$ cat config.mk
export PLATFORM = sky130hd
export DESIGN_NAME = bk_sector_sequencer_flat
export DESIGN_NICKNAME = d
export VERILOG_FILES = /design/src/rtl/bk_sector_sequencer_if.sv /design/src/rtl/bk_sector_sequencer.sv /design/src/flat_wrapper.sv
export SDC_FILE = /design/constraint.sdc
export NUM_CORES = 1
export LEC_CHECK = 0
export ABC_AREA = 1
export BUFFER_PORTS_ARGS = -buffer_cell sky130_fd_sc_hd__clkbuf_2
export CAP_MARGIN = 20
export CORE_MARGIN = 8
export CORE_UTILIZATION = 57
export DETAILED_ROUTE_END_ITERATION = 16
export PLACE_DENSITY_LB_ADDON = 0.2
export SLEW_MARGIN = 10
export SYNTH_ARGS = -nofsm -noshare
export SYNTH_HDL_FRONTEND = slang
export SYNTH_SLANG_ARGS = --single-unit
$ cat constraint.sdc
create_clock -name clk -period 2.07 [get_ports clk]
set_clock_uncertainty 0.15 [all_clocks]
set_input_delay 0.414 -clock clk [delete_from_list [all_inputs] [get_ports clk]]
set_output_delay 0.414 -clock clk [all_outputs]
set_load 0.02 [all_outputs]
$ cat src/rtl/bk_sector_sequencer_if.sv
// SD block handshake between the backup sequencer (master) and hps_io (slave).
// The sequencer drives the sector address and one-hot read/write strobes;
// hps_io answers with sd_ack, held high while a sector is being moved.
interface bk_sector_sequencer_if;
  logic [31:0] sd_lba;
  logic        sd_rd;
  logic        sd_wr;
  logic        sd_ack;

  modport master (
    output sd_lba,
    output sd_rd,
    output sd_wr,
    input  sd_ack
  );

  modport slave (
    input  sd_lba,
    input  sd_rd,
    input  sd_wr,
    output sd_ack
  );
endinterface

$ cat src/rtl/bk_sector_sequencer.sv
// Backup RAM sector sequencer: walks every sector of one save slot, issuing a
// read (load) or write (save) strobe per sector and waiting for the HPS ack
// pulse. Tracks save-image usability, flags ack timeouts and aborts when a
// new ROM download starts.
module bk_sector_sequencer #(
  parameter int SEC_W  = 6,
  parameter int SLOT_W = 2,
  parameter int TMO_W  = 24
) (
  input  logic              clk,
  input  logic              reset_n,
  input  logic              downloading,
  input  logic              img_mounted,
  input  logic              img_size_nz,
  input  logic              img_readonly,
  input  logic              load_req,
  input  logic              save_req,
  input  logic [SLOT_W-1:0] slot,
  bk_sector_sequencer_if.master sd,
  output logic              bk_ena,
  output logic              bk_busy,
  output logic              bk_loading,
  output logic              bk_done,
  output logic              bk_error
);

  typedef enum logic [1:0] {
    S_IDLE,
    S_REQ,
    S_XFER
  } state_t;

  // Watchdog value one step before all-ones: the timeout fires as the
  // counter would reach all-ones, i.e. after 2^TMO_W-1 silent cycles.
  localparam logic [TMO_W-1:0] WDOG_PRE_LAST = {{(TMO_W-1){1'b1}}, 1'b0};

  state_t            r_state;
  logic [SLOT_W-1:0] r_slot;
  logic [SEC_W-1:0]  r_sector;
  logic              r_rd;
  logic              r_wr;
  logic              r_is_load;
  logic              r_busy;
  logic              r_loading;
  logic              r_done;
  logic              r_error;
  logic [TMO_W-1:0]  r_wdog;

  logic              r_bk_ena;
  logic              r_dl_old;
  logic              r_old_load;
  logic              r_old_save;
  logic              r_ack_old;

  logic              w_dl_rise;
  logic              w_ena_set;
  logic              w_load_edge;
  logic              w_save_edge;
  logic              w_req_edge;
  logic              w_ack_rise;
  logic              w_ack_fall;
  logic              w_ack_edge;
  logic              w_last_sector;
  logic              w_wdog_expire;

  assign w_dl_rise     = downloading & ~r_dl_old;
  assign w_ena_set     = downloading & img_mounted & img_size_nz & ~img_readonly;

  // Requests only count while a usable image is mounted; the history
  // register is gated the same way so enabling mid-level yields an edge.
  assign w_load_edge   = load_req & r_bk_ena & ~r_old_load;
  assign w_save_edge   = save_req & r_bk_ena & ~r_old_save;
  assign w_req_edge    = w_load_edge | w_save_edge;

  // Ack edges are taken against the registered copy, so an ack level that
  // is already high when a strobe goes out is not mistaken for a response.
  assign w_ack_rise    = sd.sd_ack & ~r_ack_old;
  assign w_ack_fall    = ~sd.sd_ack & r_ack_old;
  assign w_ack_edge    = w_ack_rise | w_ack_fall;

  assign w_last_sector = &r_sector;
  assign w_wdog_expire = (r_wdog == WDOG_PRE_LAST);

  // Image-enable flag plus edge-detect history for downloading, requests and ack.
  // NOTE: sequential state uses non-blocking assignments so every register
  // samples pre-edge values regardless of statement order.
  always_ff @(posedge clk or negedge reset_n) begin
    if (!reset_n) begin
      r_bk_ena   <= 1'b0;
      r_dl_old   <= 1'b0;
      r_old_load <= 1'b0;
      r_old_save <= 1'b0;
      r_ack_old  <= 1'b0;
    end else begin
      r_dl_old   <= downloading;
      r_old_load <= load_req & r_bk_ena;
      r_old_save <= save_req & r_bk_ena;
      r_ack_old  <= sd.sd_ack;
      // A mount seen in the same cycle as the download start keeps the image enabled.
      if (w_ena_set) begin
        r_bk_ena <= 1'b1;
      end else if (w_dl_rise) begin
        r_bk_ena <= 1'b0;
      end
    end
  end

  // Transfer FSM: accept, strobe/ack per sector, completion, timeout and abort.
  always_ff @(posedge clk or negedge reset_n) begin
    if (!reset_n) begin
      r_state   <= S_IDLE;
      r_slot    <= '0;
      r_sector  <= '0;
      r_rd      <= 1'b0;
      r_wr      <= 1'b0;
      r_is_load <= 1'b0;
      r_busy    <= 1'b0;
      r_loading <= 1'b0;
      r_done    <= 1'b0;
      r_error   <= 1'b0;
      r_wdog    <= '0;
    end else begin
      r_done <= 1'b0;
      case (r_state)
        S_IDLE: begin
          // Load wins when both requests arrive together.
          if (w_req_edge) begin
            r_state   <= S_REQ;
            r_slot    <= slot;
            r_sector  <= '0;
            r_is_load <= w_load_edge;
            r_rd      <= w_load_edge;
            r_wr      <= ~w_load_edge;
            r_busy    <= 1'b1;
            r_loading <= w_load_edge;
            r_error   <= 1'b0;
            r_wdog    <= '0;
          end
        end

        S_REQ, S_XFER: begin
          if (w_dl_rise) begin
            // A new ROM download abandons the transfer; any earlier error stays visible.
            r_state   <= S_IDLE;
            r_rd      <= 1'b0;
            r_wr      <= 1'b0;
            r_busy    <= 1'b0;
            r_loading <= 1'b0;
          end else if (w_ack_edge) begin
            r_wdog <= '0;
            if (r_state == S_REQ && w_ack_rise) begin
              r_rd    <= 1'b0;
              r_wr    <= 1'b0;
              r_state <= S_XFER;
            end else if (r_state == S_XFER && w_ack_fall) begin
              if (w_last_sector) begin
                r_state   <= S_IDLE;
                r_busy    <= 1'b0;
                r_loading <= 1'b0;
                r_done    <= 1'b1;
              end else begin
                // Only the sector field advances; the slot never changes mid-transfer.
                r_sector <= r_sector + 1'b1;
                r_rd     <= r_is_load;
                r_wr     <= ~r_is_load;
                r_state  <= S_REQ;
              end
            end
          end else if (w_wdog_expire) begin
            r_state   <= S_IDLE;
            r_rd      <= 1'b0;
            r_wr      <= 1'b0;
            r_busy    <= 1'b0;
            r_loading <= 1'b0;
            r_error   <= 1'b1;
            r_wdog    <= '1;
          end else begin
            r_wdog <= r_wdog + 1'b1;
          end
        end

        default: begin
          r_state <= S_IDLE;
          r_rd    <= 1'b0;
          r_wr    <= 1'b0;
          r_busy  <= 1'b0;
        end
      endcase
    end
  end

  assign sd.sd_lba  = 32'({r_slot, r_sector});
  assign sd.sd_rd   = r_rd;
  assign sd.sd_wr   = r_wr;
  assign bk_ena     = r_bk_ena;
  assign bk_busy    = r_busy;
  assign bk_loading = r_loading;
  assign bk_done    = r_done;
  assign bk_error   = r_error;

endmodule
$ cat src/flat_wrapper.sv
// flat-port wrapper written by rule: the top's interface ports become plain ports
module bk_sector_sequencer_flat 
#(
  parameter int SEC_W  = 6,
  parameter int SLOT_W = 2,
  parameter int TMO_W  = 24
)
  (clk, reset_n, downloading, img_mounted, img_size_nz, img_readonly, load_req, save_req, slot, bk_ena, bk_busy, bk_loading, bk_done, bk_error, sd_sd_lba, sd_sd_rd, sd_sd_wr, sd_sd_ack);
  bk_sector_sequencer_if sd_i ();
  input  logic clk;
  input  logic reset_n;
  input  logic downloading;
  input  logic img_mounted;
  input  logic img_size_nz;
  input  logic img_readonly;
  input  logic load_req;
  input  logic save_req;
  input  logic [SLOT_W-1:0] slot;
  output logic bk_ena;
  output logic bk_busy;
  output logic bk_loading;
  output logic bk_done;
  output logic bk_error;
  output wire logic [$bits(sd_i.sd_lba)-1:0] sd_sd_lba;
  output wire logic [$bits(sd_i.sd_rd)-1:0] sd_sd_rd;
  output wire logic [$bits(sd_i.sd_wr)-1:0] sd_sd_wr;
  input wire logic [$bits(sd_i.sd_ack)-1:0] sd_sd_ack;
  assign sd_sd_lba = sd_i.sd_lba;
  assign sd_sd_rd = sd_i.sd_rd;
  assign sd_sd_wr = sd_i.sd_wr;
  assign sd_i.sd_ack = sd_sd_ack;
  bk_sector_sequencer #(.SEC_W(SEC_W), .SLOT_W(SLOT_W), .TMO_W(TMO_W)) u_core (.clk(clk), .reset_n(reset_n), .downloading(downloading), .img_mounted(img_mounted), .img_size_nz(img_size_nz), .img_readonly(img_readonly), .load_req(load_req), .save_req(save_req), .slot(slot), .sd(sd_i), .bk_ena(bk_ena), .bk_busy(bk_busy), .bk_loading(bk_loading), .bk_done(bk_done), .bk_error(bk_error));
endmodule
* After elaboration in Yosys (flattened, before gate mapping)
Index checks and enable logic that the tools add are counted.
Storage, ports and cells: flip-flop bits (word level) 46, input port bits 11, word-level logic and storage cells 126
Cells by class: add/subtract/negate cells 2, equal/unequal tests 17, muxes and demuxes 56, bitwise operators 20, reduce and logical (&&, ||, !) cells 15
Operators by type and width (count):
- two-way mux 24 bit | 4
- case mux 24 bit (2 select lines) | 1
- two-way mux 6 bit | 6
- two-way mux 1 bit | 32
- adder 24 x 1 -> 24 bit (second input constant) | 1
- equality test 24 bit (second input constant) | 1
- two-way mux 2 bit | 6
- != test 4 x 3 -> 1 bit (second input constant) | 3
- case mux 6 bit (2 select lines) | 1
- AND reduction 6 bit | 2
- bitwise AND 1 bit | 10
- != test 5 x 4 -> 1 bit (second input constant) | 2
- case mux 1 bit (2 select lines) | 5
- AND reduction 5 bit | 2
- != test 2 x 1 -> 1 bit (second input constant) | 4
- != test 2 bit (second input constant) | 4
- NOT 1 bit | 8
- AND reduction 7 bit | 1
- adder 6 x 1 -> 6 bit (second input constant) | 1
- AND reduction 3 bit | 2
- != test 4 x 1 -> 1 bit (second input constant) | 1
- case mux 2 bit (2 select lines) | 1
- AND reduction 4 bit | 1
- nonzero test 2 bit | 2
- 7 further kinds | 9

* Depth between registers and ports, before layout
Gate-level depths: netlist (run 1).
word-level depth 8, gate-level depth with buffers 12, depth with buffers taken out 11

* Least setup slack after synthesis (run 1)
Ideal clock, no wire load.
path kind flip-flop to flip-flop, start point register u_core.r_state[0], end point register u_core.r_wdog[1], setup time 0.118 ns, arrival 1.530 ns, path slack 0.272 ns, stages on the path, launching flop included 10, path buffers 2, cell sequence dfrtp_1 > inv_1 > ha_1 > buf_6 > inv_4 > o21ai_0 > inv_1 > nand2_2 > buf_2 > a21o_1
Between the ends: longest elaborated chain between the ends 4
RTL lines:
- from (decl) | line bk_sector_sequencer.sv:37 | state_t r_state;
- from (signal assigned) | line bk_sector_sequencer.sv:111 | r_state <= S_IDLE;
- from (signal assigned) | line bk_sector_sequencer.sv:128 | r_state <= S_REQ;
- from (signal assigned) | line bk_sector_sequencer.sv:144 | r_state <= S_IDLE;
- equality test 2 bit / equality test 2 x 1 -> 1 bit (equally long branches) | line bk_sector_sequencer.sv:124 | case (r_state)
- OR reduction 2 bit | line bk_sector_sequencer.sv:124
- != test 2 bit (no source line) / nonzero test 2 bit (equally long branches)
- AND reduction 3 bit (no source line)
- to (signal assigned) | line bk_sector_sequencer.sv:178 | r_wdog <= r_wdog + 1'b1;
- to (decl) | line bk_sector_sequencer.sv:47 | logic [TMO_W-1:0] r_wdog;
Several ways; a longest one is shown, not always the timed one. A chain may end at the register's enable or synchronous reset.

* Worst setup path in the final report (run 1)
start point register u_core.r_wdog[1], end point register u_core.r_wdog[12]
Between the ends: longest elaborated chain between the ends 5
RTL lines:
- adder 24 x 1 -> 24 bit / equality test 24 bit (equally long branches) | line bk_sector_sequencer.sv:178, bk_sector_sequencer.sv:82
- two-way mux 24 bit (*) | line bk_sector_sequencer.sv:169 | end else if (w_wdog_expire) begin
- two-way mux 24 bit (*) | line bk_sector_sequencer.sv:149 | end else if (w_ack_edge) begin
- two-way mux 24 bit (*) | line bk_sector_sequencer.sv:142 | if (w_dl_rise) begin
- case mux 24 bit (2 select lines) (*) | line bk_sector_sequencer.sv:124
Mark *: on every way between the ends. The rest lies on a longest branch, timed or not. The select of a mux whose other input is x is not followed.

==> summary.md, run 1 <==
| Metric | Value |
|---|---|
| Run status | `finished clean` |
| Maximum clock rate | `0.519 GHz` |
| Die height | `91.2 um` |
| Crit Path Category | `flip-flop to flip-flop` |
| Final instance area | `3560 um2` |
| Setup repair after global routing missed its margin | `no` |
| Commonest cells post-synth | `158 x nand2_1, 47 x inv_1, 46 x dfrtp_1` |
| Post-Syn Area | `3230 um2` |
| GRT Overall Usage | `0.185` |
| Vias in the first global route | `2,936` |
| Synth Instances | `459` |
| Worst Setup End Kind | `flip-flop` |
| Row count | `27` |
| Largest net degree at the start of global routing | `32` |
| Synth warn | `0` |
| Number of remaining DRC errors | `0` |
| Area fraction of the dominant cell type after synthesis | `0.357` |
| Static leakage | `1.80 nW` |
| Post-layout worst setup margin | `144 ps` |
| Clk pin slew, worst setup/hold paths | `90 ps` |
| Yosys cell types | `30` |
| Cell count after placement | `557` |
| Placed inst area | `3380 um2` |
| PD cells | `912 nW/um2` |
| #FFs+latches synth | `46` |
| Crit path max fanout | `5` |
| Post-synth EDFFs | `0` |
| Clk root buf | `clkbuf_8` |
| Critical Path Source | `u_core.r_wdog[1]$_DFFE_PN0P_` |
| Filler cells | `510` |
| Storage element area | `1150 um2` |
| Placed wire-length estimate | `5570 um` |
| Vias | `2,900` |
| DRT Wirelength | `7240 um` |
| Die width | `91.2 um` |
| Inserted Diodes | `0` |
| Reg2reg setup slack | `140 ps` |
| PortBufs | `25` |
| Critical R2R Launch | `u_core.r_wdog[1]$_DFFE_PN0P_` |
| Worst-skew pair later-pin latency | `310 ps` |
| Core ar. | `5470 um2` |
| Critical path required time | `2120 ps` |
| DRC marker count from the first detailed-route iteration | `159` |
| Worst VDD drop | `0.000748 V` |
| Crit path to | `u_core.r_wdog[12]$_DFFE_PN0P_` |
| Hold Path Class | `input pin to flip-flop` |
| Final Setup Violations | `0` |
| Syn Area/Cell | `7.03 um2` |
| Final critical-path required period | `1930 ps` |
| Max H-tree Level | `2` |
| DRT antenna net count | `0` |
| Most frequent cell after synthesis | `nand2_1` |
| RePlAce Congestion | `0.914` |
| I/O pin cnt | `50` |
| Routed vias/inst | `5.11` |
| Startpoint Class | `flip-flop` |
| First-pass GRT wire length | `12,900 um` |
| Final Non-Filler Cells | `568` |
| Pre-CTS WS | `51.7 ps` |
| Top area cells in the synthesized netlist | `dfrtp_1 36%, nand2_1 18%, buf_4 5.8%, inv_1 5.5%, nand3_1 4.3%` |
| Clk buf depth | `2` |
| Total power draw | `3.25 mW` |
| R2R cell count | `8` |
| Area growth, synth to finish | `10.5%` |
| Hold Slack | `90.5 ps` |
| Slew Limit Fails | `0` |
| Sequential area share after synthesis | `0.357` |
| Cts bufs inserted | `5` |
| Asr flop ratio synth | `1.00` |
| Starting Density | `0.590` |
| Fin util | `0.651` |
| Worst Path Arrival | `1980 ps` |
| Ys flop type | `dfrtp_1` |
| Max-Cap Viols | `0` |
| Area occupied by multi-input gates | `1750 um2` |
| CTS tree | `done` |
| Final hold violation count | `0` |
| Nets | `515` |
| Area leader, netlist | `dfrtp_1` |
| TritonCTS Sinks | `46` |
| Wire per inst | `12.8 um` |
| Initial antenna violation count | `0` |
| Fin Setup TNS | `0 ps` |
| Layout cells sized above 1 | `0.157` |
| Total gr overflow | `0` |
| Tcrit/Tclk final | `0.930` |
| Worst reg2reg path endpoint | `u_core.r_wdog[12]$_DFFE_PN0P_` |
| 1st-pass router iterations | `4` |
| Die area | `8320 um2` |
==> power by group <==
| part | internal [mW] | switching, mW |
|---|---|---|
| registers | 1.02 | 0.101 |
| clock network | 0.515 | 0.311 |
| logic | 0.453 | 0.854 |
==> cell type report <==
type                       count  share of cell area
tap                           72              0.0253
timing repair buffer          36              0.0660
inverter                      51              0.0544
sequential                    46               0.323
clock inverter                 2              0.0168
clock buffer                   6              0.0232
multi-input combinational    355               0.491
==> cell usage in the layout, fill, tap and decap left out, types with 2 or more instances in the layout <==
master / instances
buf_4: 8
clkbuf_8: 6
nor2_4: 6
nand2_4: 2
nand2_2: 9
nand4_1: 12
nand3b_1: 7
nor3_1: 3
nor2_2: 3
nor3_4: 2
inv_1: 47
o21ai_2: 5
ha_1: 8
nand3_1: 28
bufinv_16: 2
o21ai_1: 10
nand2_1: 158
xor2_1: 4
o21ai_0: 19
dfrtp_1: 46
conb_1: 24
a21oi_1: 12
clkbuf_2: 25
buf_12: 2
or2_2: 2
inv_2: 3
nor2_1: 36
==> state kept, by name (all words and copies together), names as in the netlist, 2 cells and up <==
| signal | flops |
|---|---|
| u_core.r_wdog | 24 |
| u_core.r_state | 2 |
| u_core.r_sector | 6 |
| u_core.r_slot | 2 |
==> metal layers <==
| metal | part of all wire | vias up | track usage | wire (um) |
|---|---|---|---|---|
| met5 | 0 | - | 0 | 0 |
| li1 | - | 1473 | - | - |
| met4 | 0.015 | 0 | 0.0655 | 111 |
| met1 | 0.43 | 1360 | 0.211 | 3120 |
| met2 | 0.51 | 55 | 0.337 | 3720 |
| met3 | 0.041 | 12 | 0.0321 | 297 |
==> kinds of logic (layout without fill, tap and decap cells) <==
family,after synthesis,count (layout),synth area share
and+or+nand+nor,270,270,0.383
other,1,24,0.00116
xor gates and xnor gates,4,4,0.0109
adders and majority gates,9,9,0.0349
AOI/OAI and AO/OA,48,48,0.0818
buffers and inverters,81,95,0.132
DFF,46,46,0.357
==> worst min path at each step <==
| stage | start | to | cells past startpoint |
|---|---|---|---|
| 2_1_floorplan | reset_n | u_core.bk_busy$_DFFE_PN0P_ | 0 |
| 3_3_place_gp | reset_n | u_core.r_wdog[22]$_DFFE_PN0P_ | 1 |
| 3_5_place_dp | reset_n | u_core.r_wdog[22]$_DFFE_PN0P_ | 1 |
| 4_1_cts | sd_sd_ack | u_core.r_ack_old$_DFF_PN0_ | 1 |
| 5_1_grt | sd_sd_ack | u_core.r_ack_old$_DFF_PN0_ | 1 |
| 6_report | sd_sd_ack | u_core.r_ack_old$_DFF_PN0_ | 1 |
==> worst max-delay path, cell delays in order (launching register included) <==
cell     delay [ps]
dfrtp_1         410
ha_1            260
inv_1           130
nor2_4          200
nand2_1         140
nor2_1          200
inv_1           110
a21oi_1         150
o21ai_1          70
==> timing repair <==
item	in CTS	in global routing
endpoints found under the setup margin	0	6
hold buffers	1	0
endpoints found under the hold margin	15	0
buffers inserted	0	2
gates resized for setup	0	2
Power figures use the tool's default switching activity.
==> run 2, diff against run 1 <==
--- a/config.mk
+++ b/config.mk
@@ -8,7 +8,6 @@
 export ABC_AREA = 1
 export BUFFER_PORTS_ARGS = -buffer_cell sky130_fd_sc_hd__clkbuf_2
 export CAP_MARGIN = 20
-export CORE_MARGIN = 8
 export CORE_UTILIZATION = 57
 export DETAILED_ROUTE_END_ITERATION = 16
 export PLACE_DENSITY_LB_ADDON = 0.2
==> run 2 against run 1 <==
Via count grew 1.4%. Setup slack gained 24 ps. Wire length shrank 3.2%. Clock-buffer cell count is the same. First-iteration DRC count grew 38%. Final cell count is the same. Flip-flop and latch count is the same. Non-clock buffer count grew 1. Register-to-register slack gained 20 ps. Hold slack gained 12 ps. Sequential power is essentially flat. Critical endpoint is now u_core.r_wdog[17]$_DFFE_PN0P_.
==> summary.md, run 2 (same netlist as run 1, synthesis figures left out) <==
| Metric | Value |
|---|---|
| Startpoint Class | `flip-flop (unchanged)` |
| Most common cell after layout, fill and taps aside | `nand2_1 (unchanged)` |
| Core ar. | `5470 um2 (unchanged)` |
| Run status | `finished clean (unchanged)` |
| Post-layout worst setup margin | `168 ps (was 144 ps)` |
| Final critical-path required period | `1900 ps (was 1930 ps)` |
| Crit Path Category | `flip-flop to flip-flop (unchanged)` |
| RePlAce Congestion | `0.900 (was 0.914)` |
| DRT Wirelength | `7010 um (was 7240 um)` |
| Area growth, synth to finish | `8.92% (was 10.5%)` |
| Critical path cell sequence | `inv_1 > ha_1 > inv_4 > nor3_4 > nand2_2 > inv_4 > buf_12 > nand2_1 > nand2_1 > nand2_1 > nand2_1 (was ha_1 > inv_1 > nor2_4 > nand2_1 > nor2_1 > inv_1 > a21oi_1 > o21ai_1)` |
| Die height | `77.2 um (was 91.2 um)` |
| Static leakage | `1.77 nW (was 1.80 nW)` |
| Top flop regs | `u_core.r_wdog: 24 flops, u_core.r_sector: 6 flops (unchanged)` |
| DRC marker count from the first detailed-route iteration | `220 (was 159)` |
| PortBufs | `25 (unchanged)` |
| Hold Path Class | `input pin to flip-flop (unchanged)` |
| Largest net degree at the start of global routing | `31 (was 32)` |
| Crit path top cell by count | `nand2_1 (was inv_1)` |
| Die width | `77.2 um (was 91.2 um)` |
| Worst-skew pair later-pin latency | `290 ps (was 310 ps)` |
| Vias | `2,941 (was 2,900)` |
| Cts bufs inserted | `5 (unchanged)` |
| Final hold violation count | `0 (unchanged)` |
| Largest Register | `u_core.r_wdog (unchanged)` |
| Number of remaining DRC errors | `0 (unchanged)` |
| Share of total power in the clock network | `0.181 (was 0.254)` |
| Sw Ratio | `0.427 (was 0.389)` |
| Row count | `27 (unchanged)` |
| Max-Cap Viols | `0 (unchanged)` |
| Tcrit/Tclk final | `0.919 (was 0.930)` |
| Inserted Diodes | `0 (unchanged)` |
| Clk buf depth | `2 (unchanged)` |
| Sequential power share | `0.380 (was 0.344)` |
| Worst Max-Slew Pin Slew | `538 ps` |
| I/O pin cnt | `50 (unchanged)` |
| Total gr overflow | `0 (unchanged)` |
| Worst Path Arrival | `1990 ps (was 1980 ps)` |
| Vias in the first global route | `2,678 (was 2,936)` |
| GRT Overall Usage | `0.251 (was 0.185)` |
| Max H-tree Level | `2 (unchanged)` |
| Worst VDD drop | `0.000668 V (was 0.000748 V)` |
| Slew Limit Fails | `0 (unchanged)` |
| NetSw | `1.26 mW (was 1.27 mW)` |
| Number of buffers and inverters on the critical path | `4 (was 2)` |
| Clk root buf | `clkbuf_8 (unchanged)` |
| 1st-pass router iterations | `5 (was 4)` |
| CTS tree | `done (unchanged)` |
| First-pass GRT wire length | `11,900 um (was 12,900 um)` |
| Pint | `1.69 mW (was 1.99 mW)` |
| Routed vias/inst | `5.18 (was 5.11)` |
| Setup repair after global routing missed its margin | `no (unchanged)` |
| PD cells | `837 nW/um2 (was 912 nW/um2)` |
| Worst Setup End Kind | `flip-flop (unchanged)` |
| Rel. slew slack | `0.641` |
| Crit path max fanout | `15 (was 5)` |
| TritonCTS Sinks | `46 (unchanged)` |
| Maximum clock rate | `0.526 GHz (was 0.519 GHz)` |
| DRT antenna net count | `0 (unchanged)` |
| Layout cells sized above 1 | `0.151 (was 0.157)` |
| Comb power frac | `0.440 (was 0.402)` |
| Initial antenna violation count | `0 (unchanged)` |
| Critical path's largest stage delay | `420 ps (was 410 ps)` |
| Final Setup Violations | `0 (unchanged)` |
| Fin Setup TNS | `0 ps (unchanged)` |
| Starting Density | `0.590 (unchanged)` |
| Nets | `516 (was 515)` |
| Max FFs per register | `24 (unchanged)` |
| Pre-CTS WS | `53.6 ps (was 51.7 ps)` |
| Placed wire-length estimate | `5210 um (was 5570 um)` |
| Critical-path top delay cell | `dfrtp_1 (unchanged)` |
| Clk pin slew, worst setup/hold paths | `90 ps (about the same)` |
| Critical path required time | `2160 ps (was 2120 ps)` |
| Top Family by Delay on Critical Path | `simple AND/OR/NAND/NOR gates (unchanged)` |
| Wire per inst | `12.3 um (was 12.8 um)` |
| Die area | `5970 um2 (was 8320 um2)` |
| Most frequent cells in the layout | `158 x nand2_1, 47 x inv_1, 46 x dfrtp_1 (unchanged)` |
run 2: cell count changes in the layout (fill, tap and decap cells not counted), sizes merged:
cell / previous run / this run
bufinv: 2 / 0
clkbuf: 31 / 32
clkinvlp: 0 / 1
run 2: final timing paths:
path,endpoint,slack (ps),from,depth (start not counted)
max in group asynchronous,u_core.r_wdog[7]$_DFFE_PN0P_,760,reset_n,3
max,u_core.r_wdog[17]$_DFFE_PN0P_,170,u_core.r_state[0]$_DFFE_PN0P_,11
min reg2reg,u_core.r_slot[0]$_DFFE_PN0P_,330,u_core.r_slot[0]$_DFFE_PN0P_,2
min,u_core.r_ack_old$_DFF_PN0_,100,sd_sd_ack,1
min in group asynchronous,u_core.r_wdog[15]$_DFFE_PN0P_,470,reset_n,2
max reg2reg,u_core.r_wdog[17]$_DFFE_PN0P_,170,u_core.r_state[0]$_DFFE_PN0P_,11
run 2: per-stage QoR:
stage | cell area [um2] | std cells | total power, mW | hold slack, ps | utilization
2_1_floorplan | 3310 | 482 | 2.03 | -31.6 | -
4_1_cts | 3480 | 566 | 2.92 | 102 | 0.636
3_3_place_gp | 3390 | 558 | 2.35 | 254 | 0.619
5_1_grt | 3510 | 568 | 3.15 | 96.9 | 0.642
6_report | 3510 | 568 | 2.94 | 102 | 0.642
3_5_place_dp | 3390 | 558 | 2.38 | 264 | 0.619
run 2: power by group through the flow:
stage | Combinational [mW] | Sequential (mW) | Clock [mW]
6_report | 1.29 | 1.12 | 0.531
5_1_grt | 1.43 | 1.14 | 0.582
4_1_cts | 1.25 | 1.12 | 0.548
3_5_place_dp | 1.25 | 1.13 | 0
3_3_place_gp | 1.22 | 1.13 | 0
2_1_floorplan | 0.822 | 1.21 | 0
run 2: metal layers:
metal	vias up	global-route usage	wire length, um
li1	1476	-	-
met1	1373	0.320	3110
met2	81	0.435	3510
met3	11	0.0393	301
met4	0	0.0774	93
met5	-	0	0
run 2: repair_timing:
item,CTS,global route
setup buffers,0,1
hold endpoints to repair,18,0
endpoints found under the setup margin,0,6
hold buffers,1,0
gates resized for setup,0,1
run 2: cell type report:
type / count / area [um2]
multi-input cells: 355 / 1740
inverters: 51 / 196
fillers: 486 / 1960
flip-flops and latches: 46 / 1150
repair buffers: 37 / 260
well taps: 72 / 90.1
clock buffers: 6 / 72.6
clock inverters: 1 / 7.51
==> run 3, diff against run 2 <==
--- a/config.mk
+++ b/config.mk
@@ -5,10 +5,10 @@
 export SDC_FILE = /design/constraint.sdc
 export NUM_CORES = 1
 export LEC_CHECK = 0
-export ABC_AREA = 1
+export ABC_AREA = 0
 export BUFFER_PORTS_ARGS = -buffer_cell sky130_fd_sc_hd__clkbuf_2
 export CAP_MARGIN = 20
-export CORE_UTILIZATION = 57
+export CORE_UTILIZATION = 51
 export DETAILED_ROUTE_END_ITERATION = 16
 export PLACE_DENSITY_LB_ADDON = 0.2
 export SLEW_MARGIN = 10
==> constraint.sdc (replaced) <==
create_clock -name clk -period 1.7 [get_ports clk]
set_clock_uncertainty 0.15 [all_clocks]
set_input_delay 0.34 -clock clk [delete_from_list [all_inputs] [get_ports clk]]
set_output_delay 0.34 -clock clk [all_outputs]
set_load 0.02 [all_outputs]
==> run 3 against run 2 <==
Critical endpoint is now u_core.sd.sd_wr$_DFFE_PN0P_. The flow now finishes with violations (setup timing). Sequential power rose by 17%. Largest cell class unchanged. Flip-flop and latch count unchanged. Non-clock buffer count grew 95.
==> summary.md, run 3 <==
| Metric | Value |
|---|---|
| DRT Wirelength | `9160 um (was 7010 um)` |
| Inserted Diodes | `0 (unchanged)` |
| Fin Setup TNS | `-13,070 ps (was 0 ps)` |
| Top flop regs | `u_core.r_wdog: 24 flops, u_core.r_sector: 6 flops (unchanged)` |
| DRC marker count from the first detailed-route iteration | `199 (was 220)` |
| Final hold violation count | `0 (unchanged)` |
| Max-Cap Viols | `0 (unchanged)` |
| 1st-pass router iterations | `5 (unchanged)` |
| Critical path required time | `1750 ps (was 2160 ps)` |
| Startpoint Class | `flip-flop (unchanged)` |
| Area fraction of the dominant cell type after synthesis | `0.399 (was 0.357)` |
| Static leakage | `2.07 nW (was 1.77 nW)` |
| CTS tree | `done (unchanged)` |
| Hold Path Class | `input pin to flip-flop (unchanged)` |
| Starting Density | `0.527 (was 0.590)` |
| Final critical-path required period | `2200 ps (was 1900 ps)` |
| PortBufs | `25 (unchanged)` |
| Final instance area | `4340 um2 (was 3510 um2)` |
| Maximum clock rate | `0.455 GHz (was 0.526 GHz)` |
| Post-layout worst setup margin | `-499 ps (was 168 ps)` |
| Cts bufs inserted | `5 (unchanged)` |
| RePlAce Congestion | `0.844 (was 0.900)` |
| Clk pin slew, worst setup/hold paths | `100 ps (was 90 ps)` |
| Area growth, synth to finish | `50.8% (was 8.92%)` |
| Largest net degree at the start of global routing | `47 (was 31)` |
| Worst-skew pair later-pin latency | `310 ps (was 290 ps)` |
| Core ar. | `5470 um2 (unchanged)` |
| GRT Overall Usage | `0.295 (was 0.251)` |
| Hold Slack | `105 ps (was 102 ps)` |
| Routed vias/inst | `5.82 (was 5.18)` |
| Placed wire-length estimate | `5240 um (was 5210 um)` |
| Top area cells in the synthesized netlist | `dfrtp_1 40%, buf_4 6.5%, o21ai_0 5.0%, a22o_1 4.6%, ha_1 3.9% (was dfrtp_1 36%, nand2_1 18%, buf_4 5.8%, inv_1 5.5%, nand3_1 4.3%)` |
| Setup repair after global routing missed its margin | `yes (was no)` |
| TritonCTS Sinks | `46 (unchanged)` |
| Vias | `2,990 (was 2,941)` |
| DRT antenna net count | `0 (unchanged)` |
| Number of remaining DRC errors | `0 (unchanged)` |
| Area leader, netlist | `dfrtp_1 (unchanged)` |
| #FFs+latches synth | `46 (unchanged)` |
| Synth warn | `0 (unchanged)` |
| Largest Register | `u_core.r_wdog (unchanged)` |
| I/O pin cnt | `50 (unchanged)` |
| Final Setup Violations | `37 (was 0)` |
| First-pass GRT wire length | `13,700 um (was 11,900 um)` |
| Placed inst area | `3710 um2 (was 3390 um2)` |
| Worst VDD drop | `0.000631 V (was 0.000668 V)` |
| Row count | `27 (unchanged)` |
| Most frequent cells in the layout | `87 x buf_4, 44 x dfrtp_1, 25 x clkbuf_2 (was 158 x nand2_1, 47 x inv_1, 46 x dfrtp_1)` |
| Nets | `461 (was 516)` |
| Tcrit/Tclk final | `1.29 (was 0.919)` |
| Max H-tree Level | `2 (unchanged)` |
| Most frequent cell after synthesis | `dfrtp_1 (was nand2_1)` |
| Die width | `77.2 um (about the same)` |
| Worst Path Arrival | `2250 ps (was 1990 ps)` |
| Crit Path Category | `flip-flop to flip-flop (unchanged)` |
| Commonest cells post-synth | `46 x dfrtp_1, 29 x o21ai_0, 25 x buf_4 (was 158 x nand2_1, 47 x inv_1, 46 x dfrtp_1)` |
| Synth Instances | `315 (was 459)` |
| Clk root buf | `clkbuf_8 (unchanged)` |
| Total gr overflow | `0 (unchanged)` |
| Failing checks | `setup timing` |
| Ys flop type | `dfrtp_1 (unchanged)` |
| Post-Syn Area | `2880 um2 (was 3230 um2)` |
| Post-synth EDFFs | `0 (unchanged)` |
| Final Non-Filler Cells | `514 (was 568)` |
| Asr flop ratio synth | `1.00 (unchanged)` |
| Cell count after placement | `487 (was 558)` |
| Clk buf depth | `2 (unchanged)` |
| Yosys cell types | `52 (was 30)` |
| Die height | `77.2 um (about the same)` |
| Syn Area/Cell | `9.15 um2 (was 7.03 um2)` |
| Pre-CTS WS | `-566 ps (was 53.6 ps)` |
| PD cells | `1140 nW/um2 (was 837 nW/um2)` |
| Vias in the first global route | `2,887 (was 2,678)` |
| Most common cell after layout, fill and taps aside | `buf_4 (was nand2_1)` |
| Sequential area share after synthesis | `0.399 (was 0.357)` |
| Initial antenna violation count | `0 (unchanged)` |
| Max FFs per register | `24 (unchanged)` |
| Worst Setup End Kind | `flip-flop (unchanged)` |
| Wire per inst | `17.8 um (was 12.3 um)` |
| Die area | `5950 um2 (was 5970 um2)` |
| Total power draw | `4.95 mW (was 2.94 mW)` |
| Crit path max fanout | `4 (was 15)` |
| Layout cells sized above 1 | `0.459 (was 0.151)` |
| Run status | `finished with violations (was finished clean)` |
| Slew Limit Fails | `0 (unchanged)` |
| Fin util | `0.794 (was 0.642)` |
run 3: cell count changes in the layout (fill, tap and decap cells not counted), moves of 6 or more:
cell and delta:
nor2_1 -24, o21ai_0 -8, nand2_1 -140, buf_6 +11, o2bb2ai_1 +6, a22o_1 +15, nand2_2 -7, inv_1 -33
buf_4 +79, nand3_1 -14
run 3: final timing paths:
check / startpoint / to / cells past startpoint / slack [ps]
worst min-delay path: downloading / u_core.r_dl_old$_DFF_PN0_ / 2 / 110
worst min register to register: u_core.sd.sd_rd$_DFFE_PN0P_ / u_core.sd.sd_rd$_DFFE_PN0P_ / 1 / 370
worst max register to register: u_core.r_wdog[8]$_DFFE_PN0P_ / u_core.sd.sd_wr$_DFFE_PN0P_ / 5 / -500
worst max-delay path: u_core.r_wdog[8]$_DFFE_PN0P_ / u_core.sd.sd_wr$_DFFE_PN0P_ / 5 / -500
min in group asynchronous: reset_n / u_core.r_dl_old$_DFF_PN0_ / 3 / 390
max in group asynchronous: reset_n / u_core.r_sector[0]$_DFFE_PN0P_ / 3 / 770
run 3: area by class of cell:
class | count | area, um2
clock buffers | 6 | 82.6
clock inverters | 2 | 60.1
fillers | 329 | 1130
inverters | 16 | 60.1
multi-input cells | 240 | 1840
flip-flops and latches | 46 | 1150
well taps | 72 | 90.1
repair buffers | 132 | 1060
run 3: logic make-up after synthesis:
group,after synthesis,synth area share
adder cells (fa/ha/maj),9,0.0391
multiplexers,9,0.0352
buffers and inverters,55,0.113
XOR/XNOR,1,0.00304
flip-flops,46,0.399
AO/OA/AOI/OAI,95,0.226
other,1,0.00130
AND/OR/NAND/NOR,99,0.182
run 3: critical path: stages (launching register included):
cell      delay, ps
dfrtp_1         350
nand4_1         120
or4_4           570
o31a_1          300
a211oi_2        230
mux2_2          380
run 3: per-layer routing:
metal | GRT usage | vias up | routed length, um
li1 | - | 1368 | -
met1 | 0.360 | 1446 | 3690
met2 | 0.506 | 143 | 4570
met3 | 0.0464 | 33 | 585
met4 | 0.134 | 0 | 310
met5 | 0 | - | 0
run 3: power by group:
group / switching (mW) / internal [mW] / total (mW)
clock network: 0.405 / 0.628 / 1.03
registers: 0.0915 / 1.22 / 1.31
logic: 1.32 / 1.28 / 2.61
run 3: what timing repair did:
| action | CTS | global route |
|---|---|---|
| resized for setup | 51 | 38 |
| hold buffers | 1 | 0 |
| buffers inserted | 5 | 9 |
| pin swaps | 13 | 18 |
| endpoints found under the hold margin | 46 | 0 |
| cloned | 4 | 2 |
| endpoints found under the setup margin | 39 | 40 |
